<file path="src/rtl/jsv_pkg.sv">
// Shared types and defaults for the fractal-to-SDRAM pixel write path.
package jsv_pkg;

    localparam int unsigned DEF_H_RES = 640;
    localparam int unsigned DEF_V_RES = 480;

    typedef struct packed {
        logic [9:0] x;
        logic [8:0] y;
        logic [8:0] intensity;
    } pix_entry_t;

    typedef enum logic [0:0] {
        IDLE  = 1'b0,
        WRITE = 1'b1
    } wb_state_t;

    // Byte offset of a 16-bit pixel from the top-left of the bitmap.
    function automatic logic [31:0] pix_byte_offset(
        input logic [9:0]  x,
        input logic [8:0]  y,
        input int unsigned h_res
    );
        logic [18:0] row_base;
        row_base = 19'(32'(y) * h_res);
        return (32'(row_base) + 32'(x)) << 1;
    endfunction

endpackage

</file>
<file path="src/rtl/pixel_write_buffer_sync_fifo.sv">
// Synchronous FIFO with occupancy count; head entry is read straight from the array.
module sync_fifo #(
    parameter  int unsigned WIDTH = 8,
    parameter  int unsigned DEPTH = 16,
    localparam int unsigned PW    = $clog2(DEPTH),
    localparam int unsigned LW    = $clog2(DEPTH) + 1
) (
    input  logic             clk,
    input  logic             rst_n,
    input  logic             push,
    input  logic [WIDTH-1:0] din,
    input  logic             pop,
    output logic [WIDTH-1:0] dout,
    output logic [LW-1:0]    level,
    output logic             empty
);

    logic [WIDTH-1:0] mem_q [DEPTH];
    logic [PW-1:0]    wr_ptr_q, wr_ptr_d;
    logic [PW-1:0]    rd_ptr_q, rd_ptr_d;
    logic [LW-1:0]    level_q, level_d;
    logic             full;
    logic             do_push;
    logic             do_pop;

    assign empty   = (level_q == '0);
    assign full    = (level_q == LW'(DEPTH));
    assign do_push = push && !full;
    assign do_pop  = pop && !empty;

    always_comb begin
        wr_ptr_d = wr_ptr_q;
        rd_ptr_d = rd_ptr_q;
        level_d  = level_q;
        if (do_push) wr_ptr_d = wr_ptr_q + PW'(1);
        if (do_pop)  rd_ptr_d = rd_ptr_q + PW'(1);
        if (do_push && !do_pop)      level_d = level_q + LW'(1);
        else if (do_pop && !do_push) level_d = level_q - LW'(1);
    end

    always_ff @(posedge clk) begin
        if (!rst_n) begin
            wr_ptr_q <= '0;
            rd_ptr_q <= '0;
            level_q  <= '0;
        end else begin
            wr_ptr_q <= wr_ptr_d;
            rd_ptr_q <= rd_ptr_d;
            level_q  <= level_d;
        end
    end

    // Storage needs no reset: it is only read while level is non-zero.
    always_ff @(posedge clk) begin
        if (do_push) mem_q[wr_ptr_q] <= din;
    end

    assign dout  = mem_q[rd_ptr_q];
    assign level = level_q;

endmodule

</file>
<file path="src/rtl/pixel_write_buffer.sv">
// Buffers computed pixels and writes them to the SDRAM bitmap over Avalon-MM,
// dropping off-screen pixels and flagging completion of the last pixel of a frame.
module pixel_write_buffer
    import jsv_pkg::*;
#(
    parameter  int unsigned H_RES      = DEF_H_RES,
    parameter  int unsigned V_RES      = DEF_V_RES,
    parameter  int unsigned FIFO_DEPTH = 16,
    parameter  logic [31:0] BASE_ADDR  = 32'd0,
    parameter  int unsigned ADDR_W     = 24,
    localparam int unsigned LW         = $clog2(FIFO_DEPTH) + 1
) (
    input  logic              CLK,
    input  logic              RESET_N,
    input  logic              pix_valid,
    output logic              pix_ready,
    input  logic [15:0]       x_draw,
    input  logic [15:0]       y_draw,
    input  logic [8:0]        intensity,
    output logic [ADDR_W-1:0] avm_address,
    output logic              avm_write,
    output logic [15:0]       avm_writedata,
    input  logic              avm_waitrequest,
    output logic              frame_done,
    output logic [15:0]       drop_count,
    output logic [LW-1:0]     fifo_level
);

    wb_state_t         state_q, state_d;
    logic              run_q, run_d;
    logic [ADDR_W-1:0] addr_q, addr_d;
    logic [15:0]       data_q, data_d;
    logic              last_q, last_d;
    logic              frame_done_q, frame_done_d;
    logic [15:0]       drop_q, drop_d;

    pix_entry_t        pix_in;
    pix_entry_t        head;
    logic [$bits(pix_entry_t)-1:0] fifo_dout;
    logic [LW-1:0]     fifo_cnt;
    logic              fifo_empty;
    logic              fifo_push;
    logic              fifo_pop;
    logic              accept;
    logic              in_range;

    // Level counts the entry held on the bus so that back-pressure covers it too.
    assign avm_write  = (state_q == WRITE);
    assign fifo_level = fifo_cnt + LW'(avm_write);
    assign pix_ready  = run_q && (fifo_level < LW'(FIFO_DEPTH));

    assign in_range = !x_draw[15] && (x_draw < 16'(H_RES)) &&
                      !y_draw[15] && (y_draw < 16'(V_RES));
    assign accept    = pix_valid && pix_ready;
    assign fifo_push = accept && in_range;

    always_comb begin
        pix_in           = '0;
        pix_in.x         = x_draw[9:0];
        pix_in.y         = y_draw[8:0];
        pix_in.intensity = intensity;
    end

    assign head = pix_entry_t'(fifo_dout);

    sync_fifo #(
        .WIDTH ($bits(pix_entry_t)),
        .DEPTH (FIFO_DEPTH)
    ) u_fifo (
        .clk   (CLK),
        .rst_n (RESET_N),
        .push  (fifo_push),
        .din   (pix_in),
        .pop   (fifo_pop),
        .dout  (fifo_dout),
        .level (fifo_cnt),
        .empty (fifo_empty)
    );

    always_comb begin
        state_d      = state_q;
        addr_d       = addr_q;
        data_d       = data_q;
        last_d       = last_q;
        frame_done_d = 1'b0;
        fifo_pop     = 1'b0;
        run_d        = 1'b1;
        drop_d       = drop_q;

        if (accept && !in_range && (drop_q != '1)) drop_d = drop_q + 16'd1;

        // A completed write and the next pop share a cycle to sustain one write per clock.
        if (state_q == WRITE && !avm_waitrequest) begin
            frame_done_d = last_q;
            if (fifo_empty) state_d = IDLE;
        end
        if (!fifo_empty && (state_q == IDLE || !avm_waitrequest)) begin
            fifo_pop = 1'b1;
            state_d  = WRITE;
            addr_d   = ADDR_W'(BASE_ADDR + pix_byte_offset(head.x, head.y, H_RES));
            data_d   = {7'b0, head.intensity};
            last_d   = (head.x == 10'(H_RES - 1)) && (head.y == 9'(V_RES - 1));
        end
    end

    always_ff @(posedge CLK) begin
        if (!RESET_N) begin
            state_q      <= IDLE;
            run_q        <= 1'b0;
            addr_q       <= '0;
            data_q       <= '0;
            last_q       <= 1'b0;
            frame_done_q <= 1'b0;
            drop_q       <= '0;
        end else begin
            state_q      <= state_d;
            run_q        <= run_d;
            addr_q       <= addr_d;
            data_q       <= data_d;
            last_q       <= last_d;
            frame_done_q <= frame_done_d;
            drop_q       <= drop_d;
        end
    end

    assign avm_address   = addr_q;
    assign avm_writedata = data_q;
    assign frame_done    = frame_done_q;
    assign drop_count    = drop_q;

endmodule

</file>
<file path="config.mk">
export PLATFORM = sky130hd
export DESIGN_NAME = pixel_write_buffer
export DESIGN_NICKNAME = d
export VERILOG_FILES = /design/src/rtl/jsv_pkg.sv /design/src/rtl/pixel_write_buffer_sync_fifo.sv /design/src/rtl/pixel_write_buffer.sv
export SDC_FILE = /design/constraint.sdc
export NUM_CORES = 1
export LEC_CHECK = 0
export CAP_MARGIN = 40
export CORE_UTILIZATION = 45
export CTS_BUF_LIST = sky130_fd_sc_hd__clkbuf_4 sky130_fd_sc_hd__clkbuf_8
export CTS_CLUSTER_SIZE = 40
export DETAILED_ROUTE_END_ITERATION = 8
export PLACE_DENSITY = 0.69
export SLEW_MARGIN = 15
export SYNTH_ARGS = -nofsm -noshare
export SYNTH_HDL_FRONTEND = slang
export SYNTH_SLANG_ARGS = --single-unit
</file>
<file path="constraint.sdc">
create_clock -name CLK -period 8.65 [get_ports CLK]
set_input_delay 1.2975 -clock CLK [delete_from_list [all_inputs] [get_ports CLK]]
set_output_delay 1.2975 -clock CLK [all_outputs]
set_load 0.1 [all_outputs]
</file>
== After elaboration in Yosys (flattened, before gate mapping) ==
Memory sizes are Yosys's and may differ from the RTL's. A register that Yosys moved wholly into a read port is not among the register bits.
Index checks and enable logic that the tools add are counted.

* Add/sub/neg operators: 7
* Multipliers: 1
* Order comparisons: 3
* Equality and inequality tests: 4
* Mux-type cells: 11
* Bitwise operators: 1
* Reduce and logical (&&, ||, !) cells: 30

{| class="wikitable"
|+ Operator list
! operator !! count
|-
| $add 19x10->20 || 1
|-
| $add 16x1->16 const B || 1
|-
| $lt 16x10->1 const B || 1
|-
| $lt 16x9->1 const B || 1
|-
| $ne 16x16->1 const B || 1
|-
| $logic_and 1x1->1 || 15
|-
| $mul 9x3->12 const B || 1
|-
| $eq 10x10->1 const B || 1
|-
| $mux 5 || 2
|-
| $eq 9x9->1 const B || 1
|-
| $add 4x1->4 const B || 2
|-
| $logic_not 1->1 || 8
|-
| $mux 4 || 2
|-
| $mux 1 || 7
|-
| $reduce_bool 2->1 || 3
|-
| $add 5x1->5 || 1
|-
| $add 5x1->5 const B || 1
|-
| $eq 5x5->1 const B || 1
|-
| $logic_not 5->1 || 1
|-
| $lt 5x5->1 const B || 1
|-
| $sub 5x1->5 const B || 1
|-
| $reduce_and 2->1 || 2
|-
| $logic_or 1x1->1 || 1
|-
| $not 1->1 || 1
|}

* Register bits: 65
* Memory bits (writable): 448
* Bits of input ports: 45
* Output and inout port bits: 64
* Word-level logic and storage cells: 68
* Memories: 1

{| class="wikitable"
|+ Memory list
! name !! words !! bits a word !! read ports !! clocked after Yosys merged registers in !! wr ports !! line !! source
|-
| u_fifo.mem_q || 16 || 28 || 1 || 1 || 1 || pixel_write_buffer_sync_fifo.sv:18 || <nowiki>logic [WIDTH-1:0] mem_q [DEPTH];</nowiki>
|}

== Logic depth before layout (Yosys ltp) ==
* Depth after elaboration: 10
* Mapped depth: 17
* Depth with buffers taken out: 15

== Modules after synthesis ==
Synthesis repeated with hierarchy kept, for this count alone.

* Cell total of the unflattened synthesis: 1143
* Area total of the unflattened synthesis: 20709.9 um2

{| class="wikitable"
|+ By module, submodules not included
! module !! instances !! cells an instance !! area an instance (um2) !! sequential area each (um2)
|-
| sync_fifo || 1 || 796 || 17708.2 || 13793.2
|-
| pixel_write_buffer || 1 || 347 || 3001.6 || 980.9
|}

== Worst setup path before layout ==
Ideal clock, no wire load.

* Kind: register -> register
* Start: register state_q, in the netlist avm_write
* End: memory u_fifo.mem_q[7][0] (netlist name), enable pin
* Setup time: 0.448 ns
* Data arrival time: 4.429 ns
* Data required time: 8.202 ns
* Path slack: 3.772 ns
* Cell stages (with the launch flop): 9
* Buffers on the path: 0
* Period minus slack after synthesis: 4.878 ns
* Cell sequence: dfxtp_1 -> ha_1 -> ha_1 -> nand3_1 -> xor2_1 -> nand3_1 -> nor3_2 -> nand2_1 -> nor3_1

* Word-level cells in the longest chain between the ends: 8

{| class="wikitable"
|+ RTL lines
! item !! line !! source
|-
| start, declared || pixel_write_buffer.sv:29 || <nowiki>wb_state_t state_q, state_d;</nowiki>
|-
| start signal, assigned || pixel_write_buffer.sv:116 || <nowiki>state_q <= state_d;</nowiki>
|-
| $add 5x1->5 || pixel_write_buffer.sv:49 || <nowiki>assign fifo_level = fifo_cnt + LW'(avm_write);</nowiki>
|-
| $lt 5x5->1 || pixel_write_buffer.sv:50 || <nowiki>assign pix_ready = run_q && (fifo_level < LW'(FIFO_DEPTH));</nowiki>
|-
| $logic_and 1x1->1 || pixel_write_buffer.sv:50 ||
|-
| $logic_and 1x1->1 || pixel_write_buffer.sv:54 || <nowiki>assign accept = pix_valid && pix_ready;</nowiki>
|-
| $logic_and 1x1->1 || pixel_write_buffer.sv:55 || <nowiki>assign fifo_push = accept && in_range;</nowiki>
|-
| $logic_and 1x1->1 || pixel_write_buffer_sync_fifo.sv:28 || <nowiki>assign do_push = push && !full;</nowiki>
|-
| net u_fifo.do_push || pixel_write_buffer_sync_fifo.sv:23 || <nowiki>logic do_push;</nowiki>
|-
| $mux 1 || pixel_write_buffer_sync_fifo.sv:55 || <nowiki>if (do_push) mem_q[wr_ptr_q] <= din;</nowiki>
|-
| $mux 1 (implied by the code) || pixel_write_buffer_sync_fifo.sv:55 ||
|-
| end, declared || pixel_write_buffer_sync_fifo.sv:18 ||
|}

The timed path passes the listed nets, and every way through them passes these cells.

==> results.json <==
{
  "status": "complete, no violations",
  "hold_viol_final": 0,
  "ys_seq_area_share_pct": 72.66,
  "reg2reg_depth": 13,
  "cts_sinks": 514,
  "drtPass1Iterations": 5,
  "gp_congestion": 0.7572,
  "yosys.area_share.adder_pct": 2.080,
  "cap_violations": 0,
  "wl_per_cell_microns": 23.20,
  "grt_usage_pct": 19.86,
  "syn_inst": 1066,
  "root_buffer": "clkbuf_8",
  "finalSetupTns_ns": 0,
  "grt_overflow": 0,
  "clockBufferDepth": 3,
  "final_util_pct": 55.90,
  "syn_avg_cell_area_sq_um": 19.07,
  "crit_type": "flop to flop",
  "worst_setup_path_end_kind": "flop",
  "slowest_stage": "mux4_2",
  "grt_pass1_wl_microns": 67920,
  "fin_crit_sh_pct": 51.90,
  "viasPerCell": 5.547,
  "io_pins": 109,
  "ys_ff_latch": 514,
  "crit_top_cell": "mux4_2",
  "drv_slew": 0,
  "async_flop_share_pct": 0,
  "drc": 0,
  "fp.coreArea_sq_um": 44410,
  "clock_power_share_pct": 26.8,
  "port_buffers": 97,
  "power_density_nw_per_um2": 307.5,
  "synthXorXnorAreaFrac_pct": 1.680,
  "comb_power_share_pct": 35.2,
  "post_cts_buffers": 0,
  "startpoint_type": "flop",
  "synth_top_family_by_area": "multiplexers",
  "fp.dieArea_sq_um": 46040,
  "hold_class": "flop to flop",
  "rrSetupSlack_ns": 4.16,
  "setup_violations": 0,
  "worst_pin_slew_ns": 0.7995,
  "power_frac_seq_pct": 37.9,
  "numCtsBuffers": 83,
  "cts.reportedPaths.clkPinSlew_ns": 0.06,
  "ctsResizeCount": 0,
  "dominantRegCellSynth": "edfxtp_1",
  "htree_levels": 3,
  "power_switching_uw": 2563,
  "fmax_mhz": 222.7,
  "start_util_pct": 45.78,
  "irDropWorstVdd_mv": 0.2749,
  "synth_top_area_share_pct": 66.17,
  "min_period_ns": 4.490,
  "crit_path_cell_trace": "buf_4 -> buf_12 -> mux4_2 -> mux4_2 -> ha_1 -> inv_1 -> fa_1 -> xnor2_1 -> nor3b_1 -> and3_1 -> nand3_1 -> xor2_1 -> a21oi_1",
  "rows": 77,
  "leakagePower_uw": 0.008072,
  "arrival_ns": 5.03,
  "antenna_found_initial": 2,
  "fin_skew_ns": 0.02433,
  "fp.dieW_microns": 214.6,
  "holdPathStages": 2,
  "cp.required_ns": 9.19,
  "cts_tree": "done",
  "muxShareOfSynthArea_pct": 14.83,
  "synth_area_leader_cell": "edfxtp_1",
  "max_stage_delay_ns": 0.58,
  "netlist_area_sq_um": 20330,
  "grt_setup_unrepaired": "false",
  "power_uw": 7634,
  "hold_buffers": 0,
  "grt_pass1_vias": 11110,
  "wirelength_microns": 45080,
  "hold_path_end": "avm_writedata[5]$_SDFFE_PN0P_",
  "final_cell_mix": "edfxtp_1 (448), mux4_2 (133), clkbuf_8 (97), clkdlybuf4s50_1 (97), dfxtp_1 (63)",
  "nNetsFinal": 1361,
  "place_hpwl_microns": 27700,
  "yosys_warnings": 0,
  "synth_compound_area_share_pct": 2.449,
  "slew_headroom_pct": 46.58,
  "yosysUniqueCellTypes": 47,
  "drtIter0Drc": 917,
  "layout_commonest_cell": "edfxtp_1",
  "route.vias.total": 10780,
  "final_antenna_net_count": 0,
  "path_max_fanout": 24,
  "grt_max_degree": 46,
  "synth-simple-area-share_pct": 4.462,
  "die_y_microns": 214.6,
  "area_delta_synth_final_pct": 22.12,
  "internal_power_uw": 5071,
  "worstSkewPairLatency_ns": 0.62,
  "synth-edff-count": 448,
  "synth.area.top_cells": "edfxtp_1 (66%), mux4_2 (15%), dfxtp_1 (6.5%)",
  "switching_share_pct": 33.58,
  "min-delay-start": "avm_writedata[5]$_SDFFE_PN0P_",
  "layout-drive-gt1-share_pct": 28.07,
  "r2r_end": "avm_address[18]$_SDFFE_PN0P_"
}
routing by layer:
metal / vias up / GRT usage, % / part of all wire [%]
met4: 2 / 6.095 / 1.9
met1: 5629 / 27.12 / 43
li1: 4701 / - / -
met3: 67 / 4.113 / 6.4
met2: 378 / 32.21 / 49
met5: - / 0 / 0.024
final cells by class:
type,count,area (sq um)
multi-input cells,487,5298
diodes,1,2.502
flip-flops and latches,514,14780
clock inverters,31,155.1
repair buffers,182,2282
clock buffers,120,1508
inverters,16,60.06
well taps,592,740.7
fillers,3293,19590
cell usage after synthesis (all sizes together), types with 3 or more instances:
| cell | n |
|---|---|
| ha | 29 |
| buf | 35 |
| nand4 | 8 |
| nand2 | 61 |
| dfxtp | 66 |
| nor3 | 13 |
| edfxtp | 448 |
| nor2 | 52 |
| and3 | 5 |
| a22oi | 14 |
| nor4 | 4 |
| a211oi | 7 |
| a21o | 5 |
| nor2b | 5 |
| nor4b | 3 |
| a21oi | 36 |
| inv | 15 |
| nor3b | 3 |
| o21ai | 10 |
| xnor2 | 27 |
| xor2 | 12 |
| clkbuf | 24 |
| nand3 | 13 |
| o21a | 3 |
| or2 | 3 |
| and2 | 11 |
| fa | 3 |
| mux4 | 133 |
stage by stage:
step                worst slack, ns  instance area, sq um  cells  hold WS [ns]
finish                        4.160                 24830   1943        0.4678
global route                  3.847                 24830   1942        0.4850
CTS                           4.091                 24830   1942        0.4708
detailed placement            3.577                 23160   1791        0.4571
global placement              3.453                 21970   1722        0.4574
floorplan                     3.772                 20370   1076        0.4616
power by group through the flow:
stage,Sequential (uW),Combinational (uW),Clock [uW]
after floorplan,3270,1540,0
after global placement,2950,2400,0
after detailed placement,2950,2710,0
after CTS,2900,2730,2100
after global routing,2910,2880,2200
final,2900,2690,2050
state kept, by name, summed over array words and instances (netlist names), named ones only:
signal / flops
u_fifo.mem_q: 448
avm_address: 20
drop_count: 16
avm_writedata: 9
u_fifo.level: 5
u_fifo.rd_ptr_q: 4
u_fifo.wr_ptr_q: 4
avm_write: 1
frame_done: 1
last_q: 1
run_q: 1
kinds of logic after synthesis:
family / after synthesis
DFF: 514
and+or+nand+nor: 189
muxes: 135
adders and majority gates: 32
buffers and inverters: 75
other: 1
AOI/OAI and AO/OA: 81
xor gates and xnor gates: 39
worst max-delay path, delay by kind of cell, from the launching register on:
family / cells / cell delay, ns
multiplexers: 2 / 1.12
XOR/XNOR: 2 / 0.48
AND/OR/NAND/NOR: 3 / 0.67
buffers and inverters: 3 / 0.78
flip-flops: 1 / 0.34
adder cells (fa/ha/maj): 2 / 0.81
AO/OA/AOI/OAI: 1 / 0.16
worst max path at each step:
stage                      startpoint                             to  slack (ns)  depth (start not counted)
2_1_floorplan  avm_write$_SDFFE_PN0P_   u_fifo.mem_q[7][0]$_DFFE_PP_        3.77                          8
3_3_place_gp          avm_waitrequest   u_fifo.level[4]$_SDFFE_PN0P_        3.45                         12
3_5_place_dp                x_draw[7]  u_fifo.mem_q[14][2]$_DFFE_PP_        3.58                          7
4_1_cts                          flop   avm_address[18]$_SDFFE_PN0P_        4.09                         13
5_1_grt                          flop   avm_address[18]$_SDFFE_PN0P_        3.85                         13
6_report                         flop   avm_address[18]$_SDFFE_PN0P_        4.16                         13
Power figures use the tool's default switching activity.
